==> src/rtl/sprite_pkg.sv <==
// sprite_pkg: shared constants, row record and pixel-select helper for the
// sprite row serializer.
//   PIX_W        bits per pixel
//   PIX_PER_ROW  pixels in one accepted row
//   ADDR_W       line-buffer address width (addresses wrap modulo 2^ADDR_W)
//   row_t        one queued row: packed pixels, start address, flip flag
//   sel_pixel    returns pixel k of a row, taking horizontal flip into account
package sprite_pkg;

    localparam int PIX_W       = 4;
    localparam int PIX_PER_ROW = 8;
    localparam int ADDR_W      = 8;
    localparam int ROW_W       = PIX_W * PIX_PER_ROW;
    localparam int K_W         = $clog2(PIX_PER_ROW);

    typedef logic [PIX_W-1:0]  pix_t;
    typedef logic [ADDR_W-1:0] addr_t;
    typedef logic [K_W-1:0]    k_t;

    localparam k_t K_LAST = k_t'(PIX_PER_ROW - 1);

    typedef struct packed {
        logic [ROW_W-1:0] data;   // pixel 0 in the MSBs
        addr_t            x;      // line-buffer address of pixel 0
        logic             flip;
    } row_t;

    typedef enum logic {
        ST_IDLE  = 1'b0,
        ST_SHIFT = 1'b1
    } state_e;

    // Pixel 0 sits in the top nibble, so the unflipped walk goes from the
    // MSB end down; a flipped row walks up from the LSB end instead.
    function automatic pix_t sel_pixel(input row_t row, input k_t k);
        int slot;
        slot = row.flip ? int'(k) : (PIX_PER_ROW - 1 - int'(k));
        return pix_t'(row.data >> (slot * PIX_W));
    endfunction

endpackage

==> src/rtl/sprite_row_serializer_if.sv <==
// sprite_row_serializer_if: row input handshake plus pixel write bus.
//   in_valid/in_ready/in_data/in_x/in_flip  row feed (master -> serializer)
//   out_pix/out_addr/out_we                 line-buffer write port
//   busy                                    a row is shifting or queued
// master = row feeder / bus observer, slave = serializer.
interface sprite_row_serializer_if;
    import sprite_pkg::*;

    logic             in_valid;
    logic             in_ready;
    logic [ROW_W-1:0] in_data;
    addr_t            in_x;
    logic             in_flip;
    pix_t             out_pix;
    addr_t            out_addr;
    logic             out_we;
    logic             busy;

    modport master (
        output in_valid, in_data, in_x, in_flip,
        input  in_ready, out_pix, out_addr, out_we, busy
    );

    modport slave (
        input  in_valid, in_data, in_x, in_flip,
        output in_ready, out_pix, out_addr, out_we, busy
    );

endinterface

==> src/rtl/row_slot_queue.sv <==
// row_slot_queue: two-entry row holder. CUR is the row being shifted, NXT is
// the row waiting behind it.
//   clk, reset     system clock, synchronous active-high reset
//   flush_i        empties both slots (wins over push/pop)
//   push_i         store push_row_i; lands in CUR if CUR is empty after this
//                  clk's pop, else in NXT (caller only pushes when NXT is free)
//   pop_i          CUR finished; NXT (if any) becomes CUR
//   cur_valid_o, cur_row_o, nxt_valid_o  slot status
module row_slot_queue
    import sprite_pkg::*;
(
    input  logic clk,
    input  logic reset,
    input  logic flush_i,
    input  logic push_i,
    input  row_t push_row_i,
    input  logic pop_i,
    output logic cur_valid_o,
    output row_t cur_row_o,
    output logic nxt_valid_o
);

    logic cur_valid_q, cur_valid_d;
    logic nxt_valid_q, nxt_valid_d;
    row_t cur_row_q, cur_row_d;
    row_t nxt_row_q, nxt_row_d;

    always_comb begin
        cur_valid_d = cur_valid_q;
        cur_row_d   = cur_row_q;
        nxt_valid_d = nxt_valid_q;
        nxt_row_d   = nxt_row_q;
        if (pop_i) begin
            cur_valid_d = nxt_valid_q;
            cur_row_d   = nxt_row_q;
            nxt_valid_d = 1'b0;
        end
        // Placement looks at CUR after the pop so a row pushed on the last
        // pixel of an unqueued row goes straight into CUR.
        if (push_i) begin
            if (!cur_valid_d) begin
                cur_valid_d = 1'b1;
                cur_row_d   = push_row_i;
            end else begin
                nxt_valid_d = 1'b1;
                nxt_row_d   = push_row_i;
            end
        end
        if (flush_i) begin
            cur_valid_d = 1'b0;
            nxt_valid_d = 1'b0;
        end
    end

    always_ff @(posedge clk) begin
        if (reset) begin
            cur_valid_q <= 1'b0;
            nxt_valid_q <= 1'b0;
            cur_row_q   <= '0;
            nxt_row_q   <= '0;
        end else begin
            cur_valid_q <= cur_valid_d;
            nxt_valid_q <= nxt_valid_d;
            cur_row_q   <= cur_row_d;
            nxt_row_q   <= nxt_row_d;
        end
    end

    assign cur_valid_o = cur_valid_q;
    assign cur_row_o   = cur_row_q;
    assign nxt_valid_o = nxt_valid_q;

endmodule

==> src/rtl/sprite_row_serializer.sv <==
// sprite_row_serializer: takes packed sprite rows and writes them into the
// 4-bit line buffer one pixel per pix_ce, skipping transparent (0) pixels.
//   clk, reset   system clock, synchronous active-high reset
//   pix_ce       pixel-rate enable, one clk wide
//   line_start   line-boundary flush: drops all rows, blocks acceptance
//   bus          row feed and write port (slave side)
module sprite_row_serializer
    import sprite_pkg::*;
(
    input  logic                    clk,
    input  logic                    reset,
    input  logic                    pix_ce,
    input  logic                    line_start,
    sprite_row_serializer_if.slave  bus
);

    state_e state_q, state_d;
    k_t     k_q, k_d;
    pix_t   out_pix_q, out_pix_d;
    addr_t  out_addr_q, out_addr_d;
    logic   out_we_q, out_we_d;

    logic   cur_valid, nxt_valid;
    row_t   cur_row, in_row;
    pix_t   cur_pix;
    logic   in_ready, accept, emit, row_end;

    // No look-ahead: NXT emptying this clk does not open the slot until the
    // following clk.
    assign in_ready = !nxt_valid && !line_start && !reset;
    assign accept   = bus.in_valid && in_ready;
    assign emit     = (state_q == ST_SHIFT) && pix_ce && !line_start;
    assign row_end  = emit && (k_q == K_LAST);
    assign cur_pix  = sel_pixel(cur_row, k_q);

    assign in_row.data = bus.in_data;
    assign in_row.x    = bus.in_x;
    assign in_row.flip = bus.in_flip;

    row_slot_queue u_slots (
        .clk         (clk),
        .reset       (reset),
        .flush_i     (line_start),
        .push_i      (accept),
        .push_row_i  (in_row),
        .pop_i       (row_end),
        .cur_valid_o (cur_valid),
        .cur_row_o   (cur_row),
        .nxt_valid_o (nxt_valid)
    );

    // State and output registers.
    always_ff @(posedge clk) begin
        if (reset) begin
            state_q    <= ST_IDLE;
            k_q        <= '0;
            out_pix_q  <= '0;
            out_addr_q <= '0;
            out_we_q   <= 1'b0;
        end else begin
            state_q    <= state_d;
            k_q        <= k_d;
            out_pix_q  <= out_pix_d;
            out_addr_q <= out_addr_d;
            out_we_q   <= out_we_d;
        end
    end

    // Next state: SHIFT exactly while CUR holds a row.
    always_comb begin
        state_d = state_q;
        case (state_q)
            ST_IDLE:  if (accept) state_d = ST_SHIFT;
            // A push on the final pixel with NXT empty refills CUR directly.
            ST_SHIFT: if (row_end && !nxt_valid && !accept) state_d = ST_IDLE;
            default:  state_d = ST_IDLE;
        endcase
        if (line_start) state_d = ST_IDLE;
    end

    // Outputs and pixel index. k returns to 0 at every row end so a promoted
    // row starts at its pixel 0 on the very next pix_ce.
    always_comb begin
        k_d        = k_q;
        out_pix_d  = out_pix_q;
        out_addr_d = out_addr_q;
        out_we_d   = 1'b0;
        if (emit) begin
            out_pix_d  = cur_pix;
            out_addr_d = cur_row.x + addr_t'(k_q);
            out_we_d   = (cur_pix != '0);
            k_d        = row_end ? '0 : k_q + k_t'(1);
        end
        if (line_start) k_d = '0;
    end

    assign bus.in_ready = in_ready;
    assign bus.out_pix  = out_pix_q;
    assign bus.out_addr = out_addr_q;
    assign bus.out_we   = out_we_q;
    assign bus.busy     = cur_valid || nxt_valid;

endmodule
==> src/flat_wrapper.sv <==
// flat-port wrapper written by rule: the top's interface ports become plain ports
module sprite_row_serializer_flat import sprite_pkg::*;
  (clk, reset, pix_ce, line_start, bus_in_valid, bus_in_data, bus_in_x, bus_in_flip, bus_in_ready, bus_out_pix, bus_out_addr, bus_out_we, bus_busy);
  sprite_row_serializer_if bus_i ();
  input  logic clk;
  input  logic reset;
  input  logic pix_ce;
  input  logic line_start;
  input wire logic [$bits(bus_i.in_valid)-1:0] bus_in_valid;
  input wire logic [$bits(bus_i.in_data)-1:0] bus_in_data;
  input wire logic [$bits(bus_i.in_x)-1:0] bus_in_x;
  input wire logic [$bits(bus_i.in_flip)-1:0] bus_in_flip;
  output wire logic [$bits(bus_i.in_ready)-1:0] bus_in_ready;
  output wire logic [$bits(bus_i.out_pix)-1:0] bus_out_pix;
  output wire logic [$bits(bus_i.out_addr)-1:0] bus_out_addr;
  output wire logic [$bits(bus_i.out_we)-1:0] bus_out_we;
  output wire logic [$bits(bus_i.busy)-1:0] bus_busy;
  assign bus_i.in_valid = bus_in_valid;
  assign bus_i.in_data = bus_in_data;
  assign bus_i.in_x = bus_in_x;
  assign bus_i.in_flip = bus_in_flip;
  assign bus_in_ready = bus_i.in_ready;
  assign bus_out_pix = bus_i.out_pix;
  assign bus_out_addr = bus_i.out_addr;
  assign bus_out_we = bus_i.out_we;
  assign bus_busy = bus_i.busy;
  sprite_row_serializer u_core (.clk(clk), .reset(reset), .pix_ce(pix_ce), .line_start(line_start), .bus(bus_i));
endmodule
==> config.mk <==
export PLATFORM = sky130hd
export DESIGN_NAME = sprite_row_serializer_flat
export DESIGN_NICKNAME = d
export VERILOG_FILES = /design/src/rtl/sprite_pkg.sv /design/src/rtl/sprite_row_serializer_if.sv /design/src/rtl/row_slot_queue.sv /design/src/rtl/sprite_row_serializer.sv /design/src/flat_wrapper.sv
export SDC_FILE = /design/constraint.sdc
export NUM_CORES = 1
export LEC_CHECK = 0
export CORE_UTILIZATION = 45
export CTS_BUF_LIST = sky130_fd_sc_hd__clkbuf_4 sky130_fd_sc_hd__clkbuf_8
export CTS_CLUSTER_SIZE = 40
export DETAILED_ROUTE_END_ITERATION = 10
export PLACE_DENSITY = 0.67
export SLEW_MARGIN = 20
export SYNTH_ARGS = -nofsm -noshare
export SYNTH_HDL_FRONTEND = slang
export SYNTH_SLANG_ARGS = --single-unit
==> constraint.sdc <==
create_clock -name clk -period 4.7 [get_ports clk]
set_input_delay 0.47 -clock clk [delete_from_list [all_inputs] [get_ports clk]]
set_output_delay 0.47 -clock clk [all_outputs]
set_load 0.05 [all_outputs]
==> metrics.md <==
| Metric | Value |
|---|---|
| Status | `finished, final reports clean` |
| Post_cts resized | `0` |
| # setup viols final | `0` |
| Clk_skew | `12.5 ps` |
| FFs w/ async S/R, synth | `0%` |
| Clk sink count | `101` |
| Setup Crit Path Kind | `flip-flop to flip-flop` |
| Routability Congestion | `0.822` |
| Post-synth top area cell | `dfxtp_1` |
| Hold Slack | `459 ps` |
| Leakage | `0.00186 uW` |
| Die area | `0.0115 mm^2` |
| Synth Warn # | `0` |
| Crit. End Element | `flip-flop` |
| Synthesized area per cell | `8.21 um^2` |
| Yosys cell types | `37` |
| CP delay by family, top | `simple AND/OR/NAND/NOR gates` |
| GRT Resource Usage Total | `22.3%` |
| Initial Util | `47.2%` |
| Final WS setup | `1270 ps` |
| Layout Cells excl Fill | `765` |
| Share of cells above drive strength 1 | `10.8%` |
| CP peak stage delay | `860 ps` |
| Worst path bufs/invs | `1` |
| Fraction of post-synthesis cell area in the top cell type by area | `40.7%` |
| CTS max path bufs | `2` |
| Core Area | `0.0105 mm^2` |
| Max Freq | `291 MHz` |
| Cell area after synthesis | `0.00496 mm^2` |
| ANT nets after route | `0` |
| Slowest-stage cell, CP | `nand3_1` |
| Crit-path max FO | `24` |
| Post-synth EDFFs | `0` |
| Tightest Hold Check Type | `flip-flop to flip-flop` |
| GRT overflow | `0` |
| Cell Area, Placed | `0.00550 mm^2` |
| First-pass GRT wire length | `20,100 um` |
| Synth Instances | `605` |
| Initial drt markers | `244` |
| PD cells | `294 mW/mm^2` |
| Placed Cells incl. Taps | `750` |
| TritonRoute pass-1 iters | `5` |
| Synth area leaders | `dfxtp_1, a311oi_2, nand2_1` |
| HPWL after DPL | `7860 um` |
| Post-CTS setup buffer count | `0` |
| DIE WIDTH | `107 um` |
| Final wirelength | `12,200 um` |
| Final min period | `3430 ps` |
| # Max-Cap Violations | `0` |
| Nets | `677` |
| Reg2Reg Setup Slack | `1270 ps` |
| Die H | `107 um` |
| Largest net degree at the start of global routing | `83` |
| Max_slew headroom | `31.0%` |
| Antenna violations before repair | `0` |
| CTS tree | `built` |
| Predominant post-synthesis flop cell | `dfxtp_1` |
| Rows | `37` |
| CTS clk-pin slew, worst paths | `100 ps` |
| Pre-CTS setup slack | `1230 ps` |
| Worst Tran Pin Value | `1040 ps` |
| Io pins | `61` |
| Final Hold Fails | `0` |
| Port Buf Inserts | `60` |
| Drt drc | `0` |
| Root Driver | `clkbuf_8` |
| DR vias | `4,399` |
| H-tree Lvls | `3` |
| Wirelength per Cell | `15.9 um` |
| CP Cell Sequence | `ha_1, ha_1, nand2_1, nand3_1, buf_4, nand2_1, a21oi_1` |
| CTS Buf Count | `9` |
| Synthesized Nets | `657` |
| CP Data Required Time | `4940 ps` |
| RSZ-0062 raised after global routing | `no` |
| Crit path DAT | `3670 ps` |
| Synth Register Bits | `101` |
| Area grow syn2layout | `15.3%` |
| Diode count | `0` |
| Post-route cell area | `0.00573 mm^2` |
| Number of vias per cell | `5.75` |
| Worst skew pair latency | `390 ps` |
| Max Slew Vio Count | `0` |
| Number of global-route vias before repair | `4,085` |
| VDD IR max | `0.121 mV` |
| Critical Path Start Type | `flip-flop` |
| Final period utilization | `73.0%` |
| Sequential-to-total area share from yosys stat | `40.7%` |
| Number of hold buffers added after CTS | `0` |
| Setup TNS Final | `0 ps` |
-- stage by stage --
step	total power [uW]	util, %
after floorplan	1010	-
after global placement	1080	52.4
after detailed placement	1080	52.4
after CTS	1690	54.5
after global routing	1750	54.5
final	1680	54.5
-- path summary, 6_finish.rpt --
| kind | from | to | cells past startpoint |
|---|---|---|---|
| max reg2reg | u_core.k_q[0]$_SDFFE_PP0P_ | u_core.u_slots.nxt_row_q[21]$_SDFFE_PP0P_ | 7 |
| min | u_core.bus.out_addr[0]$_SDFFE_PP0P_ | u_core.bus.out_addr[0]$_SDFFE_PP0P_ | 2 |
| max | u_core.k_q[0]$_SDFFE_PP0P_ | u_core.u_slots.nxt_row_q[21]$_SDFFE_PP0P_ | 7 |
| min reg2reg | u_core.bus.out_addr[0]$_SDFFE_PP0P_ | u_core.bus.out_addr[0]$_SDFFE_PP0P_ | 2 |
-- synthesized netlist by cell type, types with 3 or more instances --
master	number
ha_1	5
nand2b_1	3
a221oi_1	16
o21ai_0	11
a211oi_1	4
dfxtp_1	101
and3b_1	9
nand3_1	48
o221ai_1	8
and3_1	5
buf_2	11
a311oi_2	41
inv_1	4
buf_6	6
a21oi_1	71
nor2_1	52
nand2_1	141
xnor2_1	3
nor3b_1	4
clkbuf_1	37
-- metal layers --
metal | global-route usage (%) | part of all wire, % | up-vias
met5 | 0 | 0 | -
met4 | 7.34 | 1.0 | 0
met3 | 4.44 | 4.8 | 12
met2 | 34.6 | 46 | 105
met1 | 30.7 | 48 | 2095
li1 | - | - | 2187
-- flip-flops by register name, summed over array words and instances (netlist names) --
| register | flops |
|---|---|
| u_core.u_slots.cur_row_o | 41 |
| u_core.u_slots.nxt_row_q | 41 |
| u_core.bus.out_addr | 8 |
| u_core.bus.out_pix | 4 |
| u_core.k_q | 3 |
| u_core.bus.out_we | 1 |
| u_core.state_q | 1 |
| u_core.u_slots.cur_valid_o | 1 |
| u_core.u_slots.nxt_valid_o | 1 |
-- worst register-to-register path: stages, from the launching register on --
cell and delay, ps:
dfxtp_1 590, ha_1 360, ha_1 210, nand2_1 590
nand3_1 860, buf_4 510, nand2_1 120, a21oi_1 60
-- logic make-up (layout without fill, tap and decap cells) --
kind of cell             count (synthesis)  after routing  synth area share (%)
buffers and inverters                   62             86                  6.02
XOR/XNOR                                 5              5                 0.882
AND/OR/NAND/NOR                        273            273                  24.0
multiplexers                             1              1                 0.202
adder cells (fa/ha/maj)                  6              6                  1.66
AO/OA/AOI/OAI                          157            157                  26.5
flip-flops                             101            101                  40.7
-- layout by cell type (no fill, tap or decap), drive strengths merged, types with 5 or more instances in the layout --
master | Yosys | routed
clkdlybuf4s50 | 0 | 59
nor2 | 52 | 52
buf | 21 | 8
ha | 5 | 5
a311oi | 42 | 42
a221oi | 16 | 16
nand3 | 48 | 48
and3 | 5 | 5
and3b | 9 | 9
a21oi | 71 | 71
dfxtp | 101 | 101
nand2 | 141 | 141
clkbuf | 37 | 10
o221ai | 8 | 8
o21ai | 11 | 11
-- cell type report --
cell class,count,area (um^2)
clock buffer,10,138
clock inverter,5,85.1
fill,988,4780
inverter,4,15.0
multi-input combinational,442,2650
sequential,101,2020
tap,136,170
timing repair buffer,67,651
-- where the power goes --
group / total (uW) / switching (uW) / internal, uW
clock: 620 / 306 / 313
sequential: 900 / 20.9 / 879
combinational: 163 / 85.8 / 77.1
Note: power is estimated with default switching activity, not from simulation.
